File: config.mk
export PLATFORM = sky130hd
export DESIGN_NAME = pkt_dist
export DESIGN_NICKNAME = d
export VERILOG_FILES = /design/src/rtl/dist_pkg.sv /design/src/rtl/dist_slot.sv /design/src/rtl/pkt_dist.sv
export SDC_FILE = /design/constraint.sdc
export NUM_CORES = 1
export LEC_CHECK = 0
export ABC_AREA = 1
export CORE_AREA = 5 5 83 85
export CTS_CLUSTER_DIAMETER = 60
export DETAILED_ROUTE_END_ITERATION = 8
export DIE_AREA = 0 0 88 90
export GPL_TIMING_DRIVEN = 0
export MAX_ROUTING_LAYER = met4
export PLACE_DENSITY = 0.71
export SYNTH_ARGS = -nofsm -noshare
export SYNTH_HDL_FRONTEND = slang
export SYNTH_HIERARCHICAL = 1
export SYNTH_SLANG_ARGS = --single-unit
File: constraint.sdc
create_clock -name clk -period 4 [get_ports clk]
set_clock_uncertainty 0.15 [all_clocks]
set_input_delay 0.4 -clock clk [delete_from_list [all_inputs] [get_ports clk]]
set_output_delay 0.4 -clock clk [all_outputs]
set_load 0.03 [all_outputs]
File: src/rtl/dist_pkg.sv
// dist_pkg: shared definitions for the packet distribution / routing blocks.
//   dist_state_t : distributor FSM state encoding (IDLE, BUSY, DROP)
//   onehot_ok()  : true when exactly one bit of a (zero-extended) mask is set
package dist_pkg;

  typedef enum logic [1:0] {
    IDLE = 2'd0,
    BUSY = 2'd1,
    DROP = 2'd2
  } dist_state_t;

  // Widest destination mask the helper accepts; callers zero-extend.
  localparam int ONEHOT_MAX_W = 32;

  function automatic logic onehot_ok(input logic [ONEHOT_MAX_W-1:0] v);
    // v & (v-1) clears the lowest set bit; result is zero only for 0 or 1 bits set.
    return (v != '0) && ((v & (v - 1'b1)) == '0);
  endfunction

endpackage

File: src/rtl/dist_slot.sv
// dist_slot: one-entry valid/ready output register with a one-hot valid.
//   clk, rst            : clock, async active-high reset
//   load                : capture load_* this cycle (overrides a same-cycle drain)
//   load_vld/data/tail  : one-hot port valid, payload, tail flag to capture
//   out_rdy             : per-port ready from the consumers
//   out_vld/data/tail   : registered slot contents
//   drain               : the held flit transfers this cycle
module dist_slot
  import dist_pkg::*;
#(
  parameter int wd = 4,
  parameter int dw = 32
) (
  input  logic          clk,
  input  logic          rst,
  input  logic          load,
  input  logic [wd-1:0] load_vld,
  input  logic [dw-1:0] load_data,
  input  logic          load_tail,
  input  logic [wd-1:0] out_rdy,
  output logic [wd-1:0] out_vld,
  output logic [dw-1:0] out_data,
  output logic          out_tail,
  output logic          drain
);

  // Only the ready of the port currently being driven matters.
  assign drain = |(out_vld & out_rdy);

  always_ff @(posedge clk or posedge rst) begin
    if (rst) begin
      out_vld  <= '0;
      out_data <= '0;
      out_tail <= 1'b0;
    end else if (load) begin
      out_vld  <= load_vld;
      out_data <= load_data;
      out_tail <= load_tail;
    end else if (drain) begin
      // Payload is left in place; only the valid is retired.
      out_vld  <= '0;
    end
  end

endmodule

File: src/rtl/pkt_dist.sv
// pkt_dist: 1-to-wd packet distributor. Steers each packet to the one-hot
// port named in its head flit and holds that route until the tail.
//   clk, rst                      : clock, async active-high reset
//   in_vld/head/tail/dest/data    : input flit stream
//   in_rdy                        : input ready (combinational)
//   out_vld/data/tail, out_rdy    : registered per-port output, shared payload
//   err                           : one-cycle pulse on a stray body flit or bad head
//   pkt_cnt                       : wrapping count of tail flits delivered
module pkt_dist
  import dist_pkg::*;
#(
  parameter int wd = 4,
  parameter int dw = 32,
  parameter int cw = 8
) (
  input  logic          clk,
  input  logic          rst,
  input  logic          in_vld,
  input  logic          in_head,
  input  logic          in_tail,
  input  logic [wd-1:0] in_dest,
  input  logic [dw-1:0] in_data,
  output logic          in_rdy,
  output logic [wd-1:0] out_vld,
  output logic [dw-1:0] out_data,
  output logic          out_tail,
  input  logic [wd-1:0] out_rdy,
  output logic          err,
  output logic [cw-1:0] pkt_cnt
);

  dist_state_t   state, state_nxt;
  logic [wd-1:0] route, route_nxt;
  logic          err_nxt;
  logic          load;
  logic [wd-1:0] load_vld;
  logic          drain;
  logic          bad_head;
  logic          xfer;

  assign bad_head = in_head & ~onehot_ok(ONEHOT_MAX_W'(in_dest));

  // Bad heads and dropped flits never touch the slot, so they are taken
  // even while the slot is stalled.
  assign in_rdy = ~|out_vld | drain | (state == DROP) |
                  ((state == IDLE) & in_vld & bad_head);
  assign xfer   = in_vld & in_rdy;

  dist_slot #(.wd(wd), .dw(dw)) u_slot (
    .clk       (clk),
    .rst       (rst),
    .load      (load),
    .load_vld  (load_vld),
    .load_data (in_data),
    .load_tail (in_tail),
    .out_rdy   (out_rdy),
    .out_vld   (out_vld),
    .out_data  (out_data),
    .out_tail  (out_tail),
    .drain     (drain)
  );

  always_ff @(posedge clk or posedge rst) begin
    if (rst) begin
      state <= IDLE;
      route <= '0;
      err   <= 1'b0;
    end else begin
      state <= state_nxt;
      route <= route_nxt;
      err   <= err_nxt;
    end
  end

  always_comb begin
    state_nxt = state;
    route_nxt = route;
    err_nxt   = 1'b0;
    load      = 1'b0;
    load_vld  = '0;
    unique case (state)
      IDLE: begin
        if (xfer) begin
          if (!in_head) begin
            err_nxt = 1'b1;
          end else if (bad_head) begin
            err_nxt = 1'b1;
            if (!in_tail) state_nxt = DROP;
          end else begin
            load      = 1'b1;
            load_vld  = in_dest;
            route_nxt = in_dest;
            if (!in_tail) state_nxt = BUSY;
          end
        end
      end
      BUSY: begin
        if (xfer) begin
          load     = 1'b1;
          load_vld = route;
          if (in_tail) state_nxt = IDLE;
        end
      end
      DROP: begin
        if (xfer && in_tail) state_nxt = IDLE;
      end
      default: state_nxt = IDLE;
    endcase
  end

  always_ff @(posedge clk or posedge rst) begin
    if (rst)                    pkt_cnt <= '0;
    else if (drain && out_tail) pkt_cnt <= pkt_cnt + cw'(1);
  end

endmodule

After elaboration in Yosys (flattened, before gate mapping)

Cells that the tools add are included.

Register bits: 52
Output and inout bits: 47
Word-level logic and storage cells: 65

Add/sub/neg operators: 2
Eq/ne operators: 8
Muxes and demuxes: 25
Bitwise operators: 11
Reductions and logical operators: 12

Operator list:

| cell                                                                     | number |
|---|---|
| 4-bit by 32-bit AND with 32-bit output                                   | 1 |
| 32-bit zero test                                                         | 1 |
| 4-bit two-way mux                                                        | 6 |
| 2-bit two-way mux                                                        | 8 |
| 2-bit inequality test (second input constant)                            | 5 |
| 8-bit by 1-bit adder with 8-bit output (second input constant)           | 1 |
| 1-bit two-way mux                                                        | 8 |
| 4-bit one-hot mux with 2 select lines                                    | 1 |
| 4-bit OR reduction                                                       | 2 |
| 2-bit one-hot mux with 3 select lines                                    | 1 |
| 6-bit AND reduction                                                      | 1 |
| 4-bit by 1-bit subtractor with 5-bit output (second input constant)      | 1 |
| 1-bit AND                                                                | 4 |
| 4-bit AND                                                                | 1 |
| 4-bit AND reduction                                                      | 1 |
| 4-bit nonzero test                                                       | 1 |
| 1-bit logical AND                                                        | 3 |
| 1-bit bitwise OR                                                         | 3 |
| 2-bit by 1-bit equality test with 1-bit output (second input constant)   | 1 |
| 2-bit equality test (second input constant)                              | 1 |
| 2-bit zero test                                                          | 1 |
| 2-bit by 1-bit inequality test with 1-bit output (second input constant) | 1 |
| 1-bit NOT                                                                | 2 |
| 1-bit one-hot mux with 2 select lines                                    | 1 |
| other kinds (2)                                                          | 2 |

Depth between registers and ports, before layout

Gate-level depths: netlist of run 1.

Word-level depth: 12
Mapped depth: 13
Mapped depth without buffers: 13

Modules after synthesis

Netlist of run 1, hierarchy kept.

By module, submodules not included:

| module    | instances | cells an instance | area an instance (um^2) | sequential area each (um^2) |
|---|---|---|---|---|
| dist_slot | 1         | 165               | 1455.1                  | 925.9 |
| pkt_dist  | 1         | 112               | 890.9                   | 375.4 |

Worst setup path after synthesis of run 1

Ideal clock, no wire load.

Kind: reg-to-reg
From: register u_slot.out_vld[2]
To: register u_slot.out_vld[1]
Setup time: 119 ps
Arrival time: 1928 ps
Required time: 3731 ps
Setup slack: 1803 ps
Cell stages (with the launch flop): 13
Buffers on the path: 2
Period minus slack after synthesis: 2197 ps
Path through: dfrtp_1 > nand2_1 > nand2_1 > nor2_2 > inv_1 > nor3b_2 > nand2_4 > nand4_1 > o21ai_1 > buf_6 > buf_6 > nand2_1 > nand2_1

Word-level cells in the longest chain between the ends: 9
Elaborated cells between the ends (all ways): 16

RTL lines:

| element                                                        | line                           | text |
|---|---|---|
| start: declaration                                             | dist_slot.sv:21                | `output logic [wd-1:0] out_vld,` |
| start signal: assignment                                       | dist_slot.sv:36                | `out_vld <= load_vld;` |
| 4-bit AND (*)                                                  | dist_slot.sv:28                | `assign drain = \|(out_vld & out_rdy);` |
| 4-bit OR reduction (*)                                         | dist_slot.sv:28                |  |
| via drain                                                      | pkt_dist.sv:37                 | `logic drain;` |
| 1-bit bitwise OR (*) (3 in a row)                              | pkt_dist.sv:45                 | `assign in_rdy = ~\|out_vld \| drain \| (state == DROP) \|` |
| via in_rdy                                                     | pkt_dist.sv:23                 | `output logic in_rdy,` |
| 1-bit AND (*)                                                  | pkt_dist.sv:47                 | `assign xfer = in_vld & in_rdy;` |
| 1-bit two-way mux, on equally long branches                    | pkt_dist.sv:98, pkt_dist.sv:83 |  |
| 1-bit one-hot mux with 2 select lines (*)                      | pkt_dist.sv:81                 | `unique case (state)` |
| via load                                                       | pkt_dist.sv:35                 | `logic load;` |
| 4-bit two-way mux / 2-bit nonzero test (equally long branches) | n/a                            |  |

The timed path passes the listed nets; every way through them passes the cells marked *.
A chain may end at the register's enable or synchronous reset.

Worst setup path after layout of run 1

From: input port out_rdy[2]
To: output port in_rdy

Word-level cells in the longest chain between the ends: 5

RTL lines:

| element                       | line            | text |
|---|---|---|
| start: declaration            | pkt_dist.sv:27  | `input logic [wd-1:0] out_rdy,` |
| 4-bit AND                     | dist_slot.sv:28 |  |
| 4-bit OR reduction            | dist_slot.sv:28 |  |
| via drain                     | pkt_dist.sv:37  |  |
| 1-bit bitwise OR (3 in a row) | pkt_dist.sv:45  |  |
| end: declaration              | pkt_dist.sv:23  |  |

The timed path passes the listed nets, and every way through them passes these cells.

==> metrics.csv, run 1 <==
stage;metric;value;unit
global_routing;globalRouteOverflowTotal;0;
global_routing;grt_pass1_vias;1857;
synthesis;yosysWarnings;6;
detailed_routing;dr.first_iter.drc_count;92;
sta;worst_pin_slew;0.765;ns
floorplanning;die_w;88;um
critical_path;critPathRequiredTime;3.45;ns
synthesis;synth_seq_cells;52;
floorplanning;io_pins;92;
sta;fmax;0.357;GHz
detailed_routing;num_vias;2028;
placement;port_buffers;91;
synthesis;synth_top_cell_by_area;dfrtp_1;
finish;syn_to_final_growth;48.4;%
synthesis;synthTopCellsByArea;dfrtp_1 (55%), nand2_1 (23%), nand3_1 (3.8%);
critical_path;criticalPathCategory;input pin to output pin;
global_routing;grt_max_degree;38;
detailed_routing;viasPerCell;4.49;
pwr;peakVddDrop;384;uV
placement;place_congestion;0.791;
finish;num_antenna_cells;0;
pwr;power-per-cell-area;766;nW/um^2
synthesis;synth_xor_area_share;2.24;%
sta;layout_worst_path_cycle_share;70.0;%
synthesis;synth-simple-area-share;33.9;%
clock_network;cts.sinks;52;
synthesis;synth_top_area_share;55.5;%
pwr;power.switching;1110;uW
sta;drv_slew;0;
finish;fin_area;3480;um^2
critical_path;worstPathMaxFanout;5;
sta;final.min_clock_period;2.80;ns
critical_path;critPathSlowestCell;clkdlybuf4s50_1;
clock_network;clk_path_buf_depth;2;
synthesis;synthMuxAreaShare;0.480;%
floorplanning;initial_core_util;38.3;%
global_routing;grt_pass1_wl;9230;um
pwr;cellInternalPower;1550;uW
clock_network;ctsHoldBuffers;0;
pwr;leakagePower;0.00176;uW
detailed_routing;ant_nets;0;
finish;final_nets;421;
clock_network;cts_made_buffers;5;
sta;finalSetupViolations;0;
synthesis;synthCells;277;
critical_path;endpoint_kind;output pin;
min_path;hold_class;flip-flop to flip-flop;
placement;hpwlAfterDp;4360;um
pwr;clockPowerShare;15.3;%
pwr;sw_frac_of_total;41.7;%
synthesis;postSynthAreaPerCell;8.47;um^2
global_routing;antenna_found_initial;0;
global_routing;track_usage;14.9;%
clock_network;clk_pin_slew_worst_paths;0.08;ns
placement;place_area;3350;um^2
floorplanning;core;6130;um^2
clock_network;clkLatencyLatePin;0.30;ns
detailed_routing;dr.pass1.iters;4;
clock_network;cts_tree;built;
floorplanning;die_h;90;um
clock_network;root_buffer;clkbuf_8;
critical_path;worst_setup_path_start_kind;input pin;
critical_path;cpPeakStageDelay;0.60;ns
clock_network;post_cts_buffers;0;
run_status;outcome;complete, no violations;
clock_network;cts_htree_levels;2;
sta;tns;0;ns
floorplanning;die-area;7920;um^2
critical_path;critical-path-top-delay-family;buffers and inverters;
floorplanning;rows;29;
detailed_routing;finalWirelength;5670;um
finish;layout-drive-gt1-share;8.00;%
synthesis;syn_nets;323;
flow_run;cap_violations;0;
critical_path;path_buf_inv;3;
sta;finalHoldViolCount;0;
synthesis;synth_top_family_by_area;simple AND/OR/NAND/NOR gates;
pwr;combPwrFrac;52.4;%
clock_network;cts_resized;0;
synthesis;synth-compound-area-share;1.60;%
critical_path;crit_chain;clkdlybuf4s50_1 > nand2_1 > nand2_1 > nor2_2 > inv_1 > nor3b_2 > nand2_4 > clkdlybuf4s50_1;
detailed_routing;avgRoutedWirePerCell;12.6;um
synthesis;synth_area;2350;um^2
synthesis;synth_cell_types;27;
sta;max_slew_margin;48.9;%
pwr;p_seq_share;32.3;%
critical_path;arrival;2.25;ns
synthesis;synth_adder_area_share;0.533;%
synthesis;yosysSeqAreaShare;55.5;%
sta;rsz0062_at_grt;false;
detailed_routing;drc;0;
## area by class of cell
class                           instances  area (um^2)
Clock buffer                            5         68.8
Multi-Input combinational cell        200          910
Fill cell                             557         2650
Clock inverter                          2         60.1
Sequential cell                        52         1300
Buffer                                  7         67.6
Inverter                               18         67.6
Timing Repair Buffer                   91          911
Tap cell                               77         96.3
## sequential cells by signal, indices dropped and copies added (netlist names)
register / cells
u_slot/out_vld: 4
u_slot/out_data: 32
route: 4
state: 2
u_slot/out_tail: 1
pkt_cnt: 8
err: 1
## per-stage QoR
step | setup WS, ns | hold slack [ns] | total power, uW | util, % | instances
after CTS | 1.20 | 0.329 | 2700 | 56.8 | 452
after floorplan | 1.80 | 0.151 | 1710 | - | 277
final | 1.20 | 0.325 | 2670 | 56.8 | 452
after global routing | 1.05 | 0.350 | 2850 | 56.8 | 452
after detailed placement | 1.21 | 0.308 | 2290 | 54.7 | 445
after global placement | 1.21 | 0.302 | 2260 | 54.7 | 445
## Yosys cell counts
master	n
a21oi_1	1
a21oi_2	1
and2_1	1
buf_4	3
buf_6	4
dfrtp_1	52
ha_1	1
inv_1	15
inv_2	3
mux2_2	1
nand2_1	146
nand2_2	1
nand2_4	3
nand3_1	18
nand3_2	1
nand4_1	2
nor2_1	7
nor2_2	1
nor2_4	3
nor3_1	2
nor3b_2	1
o21a_1	1
o21ai_0	1
o21ai_1	1
o22ai_1	1
xnor2_1	2
xor2_1	4
## cell usage in the layout, fill, tap and decap left out, types with 2 or more instances in the layout
cell type | Yosys | layout
nand2_1 | 146 | 146
clkdlybuf4s50_1 | 0 | 91
dfrtp_1 | 52 | 52
nand3_1 | 18 | 18
inv_1 | 15 | 14
nor2_1 | 7 | 7
clkbuf_8 | 0 | 5
inv_2 | 3 | 4
xor2_1 | 4 | 4
buf_6 | 4 | 4
nand2_4 | 3 | 3
nor2_4 | 3 | 3
buf_4 | 3 | 3
nand4_1 | 2 | 2
nor3_1 | 2 | 2
xnor2_1 | 2 | 2
bufinv_16 | 0 | 2
## final timing paths
| kind | cells after the start | slack [ns] | from | end |
|---|---|---|---|---|
| worst max-delay path | 8 | 1.20 | out_rdy[2] | in_rdy |
| worst min-delay path | 2 | 0.32 | u_slot/out_data[8] | u_slot/out_data[8] |
| worst max register to register | 12 | 1.61 | u_slot/out_vld[2] | u_slot/out_data[16] |
| worst min register to register | 2 | 0.32 | u_slot/out_data[8] | u_slot/out_data[8] |
| max in group asynchronous | 2 | 2.77 | rst | u_slot/out_data[2] |
| min in group asynchronous | 2 | 0.35 | rst | pkt_cnt[3] |
## worst min-delay path, cell delays in order (launching register included)
cell and delay [ns]:
dfrtp_1 0.35, nand2_1 0.05, nand2_1 0.05
## routing by layer
| metal | global-route usage, % | routed length, um | vias to the layer above |
|---|---|---|---|
| li1 | - | - | 1041 |
| met1 | 20.1 | 2540 | 910 |
| met2 | 23.1 | 2700 | 73 |
| met3 | 2.93 | 397 | 4 |
| met4 | 3.84 | 36 | 0 |
| met5 | - | 0 | - |
## power by group through the flow
stage	logic (uW)	clock network, uW	registers (uW)
finish	1400	407	862
global route	1510	440	895
CTS	1420	418	864
detailed placement	1410	0	874
global placement	1390	0	868
floorplan	468	0	1250
## logic make-up after synthesis
kind of cell	after synthesis
flops	52
simple gates	186
mux	1
buf+inv	25
compound gates	6
fa+ha+maj	1
xor+xnor	6
No activity file was read; power rests on OpenSTA's default activity.
==> run 2: changes to the inputs <==
==> constraint.sdc (replaced) <==
create_clock -name clk -period 2.77 [get_ports clk]
set_clock_uncertainty 0.15 [all_clocks]
set_input_delay 0.277 -clock clk [delete_from_list [all_inputs] [get_ports clk]]
set_output_delay 0.277 -clock clk [all_outputs]
set_load 0.03 [all_outputs]
==> run 2 against run 1 <==
Net effect:
- clock-buffer cell count unchanged
- die area stayed put
- worst hold slack lost 0.098 ns
- flip-flop and latch count unchanged
- non-clock buffer count stayed put
- final area barely moved
- via count is the same
- first-iteration DRC count is the same
- routed wire length hardly changed
- sequential power rose by 44%
- critical endpoint is now u_slot/out_data[16]
==> metrics.csv, run 2 (same netlist as run 1, synthesis figures left out) <==
stage;metric;value;unit
run_status;outcome;complete, no violations;
sta;tns;0;ns
min_path;hold_class;input pin to asynchronous set/reset pin;
sta;worst_pin_slew;0.765;ns
finish;num_antenna_cells;0;
finish;final_util;56.8;%
detailed_routing;drc;0;
floorplanning;die_h;90;um
critical_path;criticalPathCategory;flip-flop to flip-flop;
critical_path;worst_setup_path_start_kind;flip-flop;
critical_path;crit_chain;nand2_1 > nand2_1 > nor2_2 > inv_1 > nor3b_2 > nand2_4 > nand4_1 > o21ai_1 > inv_2 > buf_4 > nand2_1 > nand2_1;
critical_path;endpoint_kind;flip-flop;
floorplanning;die-area;7920;um^2
sta;drv_slew;0;
floorplanning;io_pins;92;
global_routing;grt_pass1_wl;9230;um
global_routing;track_usage;14.9;%
floorplanning;initial_core_util;38.3;%
clock_network;clk_pin_slew_worst_paths;0.09;ns
critical_path;critPathRequiredTime;2.86;ns
finish;syn_to_final_growth;48.5;%
clock_network;post_cts_buffers;0;
clock_network;cts_htree_levels;2;
detailed_routing;avgRoutedWirePerCell;12.5;um
sta;max_slew_margin;48.9;%
sta;finalHoldViolCount;0;
floorplanning;core;6130;um^2
detailed_routing;dr.first_iter.drc_count;92;
detailed_routing;viasPerCell;4.49;
pwr;leakagePower;0.00176;uW
global_routing;antenna_found_initial;0;
finish;regMostFlops;u_slot/out_data;
sta;finalSetupViolations;0;
finish;reg.largest.list;u_slot/out_data: 32 flops, pkt_cnt: 8 flops;
placement;port_buffers;91;
pwr;peakVddDrop;554;uV
pwr;power-per-cell-area;1100;nW/um^2
clock_network;clk_path_buf_depth;2;
clock_network;cts_made_buffers;5;
finish;final_nets;421;
detailed_routing;finalWirelength;5670;um
finish;layout_common_cells;nand2_1 (146), clkdlybuf4s50_1 (90), dfrtp_1 (52);
clock_network;cts.sinks;52;
critical_path;worstPathMaxFanout;10;
finish;layout-drive-gt1-share;8.00;%
floorplanning;die_w;88;um
critical_path;critPathSlowestCell;dfrtp_1;
global_routing;grt_max_degree;38;
finish;largest_reg_flops;32;
sta;layout_worst_path_cycle_share;86.4;%
placement;hpwlAfterDp;4360;um
flow_run;cap_violations;0;
placement;place_congestion;0.791;
detailed_routing;num_vias;2028;
finish;mostFrequentLayoutCell;nand2_1;
critical_path;critical-path-top-delay-family;simple AND/OR/NAND/NOR gates;
sta;rsz0062_at_grt;false;
global_routing;grt_pass1_vias;1857;
clock_network;cts_tree;built;
sta;fmax;0.418;GHz
critical_path;arrival;2.48;ns
critical_path;path_common_cell;nand2_1;
clock_network;root_buffer;clkbuf_8;
global_routing;globalRouteOverflowTotal;0;
detailed_routing;dr.pass1.iters;4;
critical_path;cpPeakStageDelay;0.42;ns
clock_network;clkLatencyLatePin;0.30;ns
sta;final.min_clock_period;2.39;ns
critical_path;path_buf_inv;3;
floorplanning;rows;29;
detailed_routing;ant_nets;0;
-- run 2: changes by cell type in the layout (fill, tap and decap cells not counted), sizes merged --
cell	change
dlymetal6s2s	+1
clkdlybuf4s50	-1
-- run 2: area by class of cell --
| type | count | area, um^2 |
|---|---|---|
| clock buffer | 5 | 68.8 |
| multi-input combinational | 200 | 910 |
| sequential | 52 | 1300 |
| timing repair buffer | 91 | 913 |
| inverter | 18 | 67.6 |
| buffer | 7 | 67.6 |
| fill | 556 | 2650 |
| tap | 77 | 96.3 |
| clock inverter | 2 | 60.1 |
-- run 2: repair_timing --
item                                    in CTS  in global routing
endpoints found under the setup margin       0                  1
resized for setup                            0                  1
hold buffers                                 0                  0
-- run 2: routing by layer --
| layer | wire length [um] | global-route usage [%] | vias up |
|---|---|---|---|
| met2 | 2700 | 23.1 | 73 |
| met3 | 397 | 2.93 | 4 |
| met4 | 36 | 3.84 | 0 |
| li1 | - | - | 1041 |
| met5 | 0 | - | - |
| met1 | 2540 | 20.1 | 910 |
-- run 2: report_power, final --
part | internal (uW) | total [uW] | leakage (uW) | switching [uW]
sequential | 1070 | 1240 | 0.000657 | 172
combinational | 814 | 2020 | 0.00104 | 1200
clock | 355 | 588 | 0.0000642 | 233
-- run 2: worst paths after layout --
check	depth (start not counted)	endpoint	slack [ns]	from
max in group asynchronous	2	u_slot/out_data[2]	1.66	rst
min in group clk	2	u_slot/out_data[8]	0.32	u_slot/out_data[8]
worst min-delay path	2	pkt_cnt[3]	0.23	rst
worst max register to register	12	u_slot/out_data[16]	0.38	u_slot/out_vld[2]
worst min register to register	2	u_slot/out_data[8]	0.32	u_slot/out_data[8]
worst max-delay path	12	u_slot/out_data[16]	0.38	u_slot/out_vld[2]
-- run 2: stage by stage --
stage               instances  instance area, um^2  total power [uW]  worst slack [ns]  hold WS, ns
global route              452                 3480              4110             0.127        0.316
finish                    452                 3480              3850             0.378        0.227
CTS                       452                 3480              3900             0.136        0.260
global placement          445                 3350              3260             0.179        0.302
detailed placement        445                 3350              3300             0.153        0.308
floorplan                 277                 2350              2470             0.573       0.0285
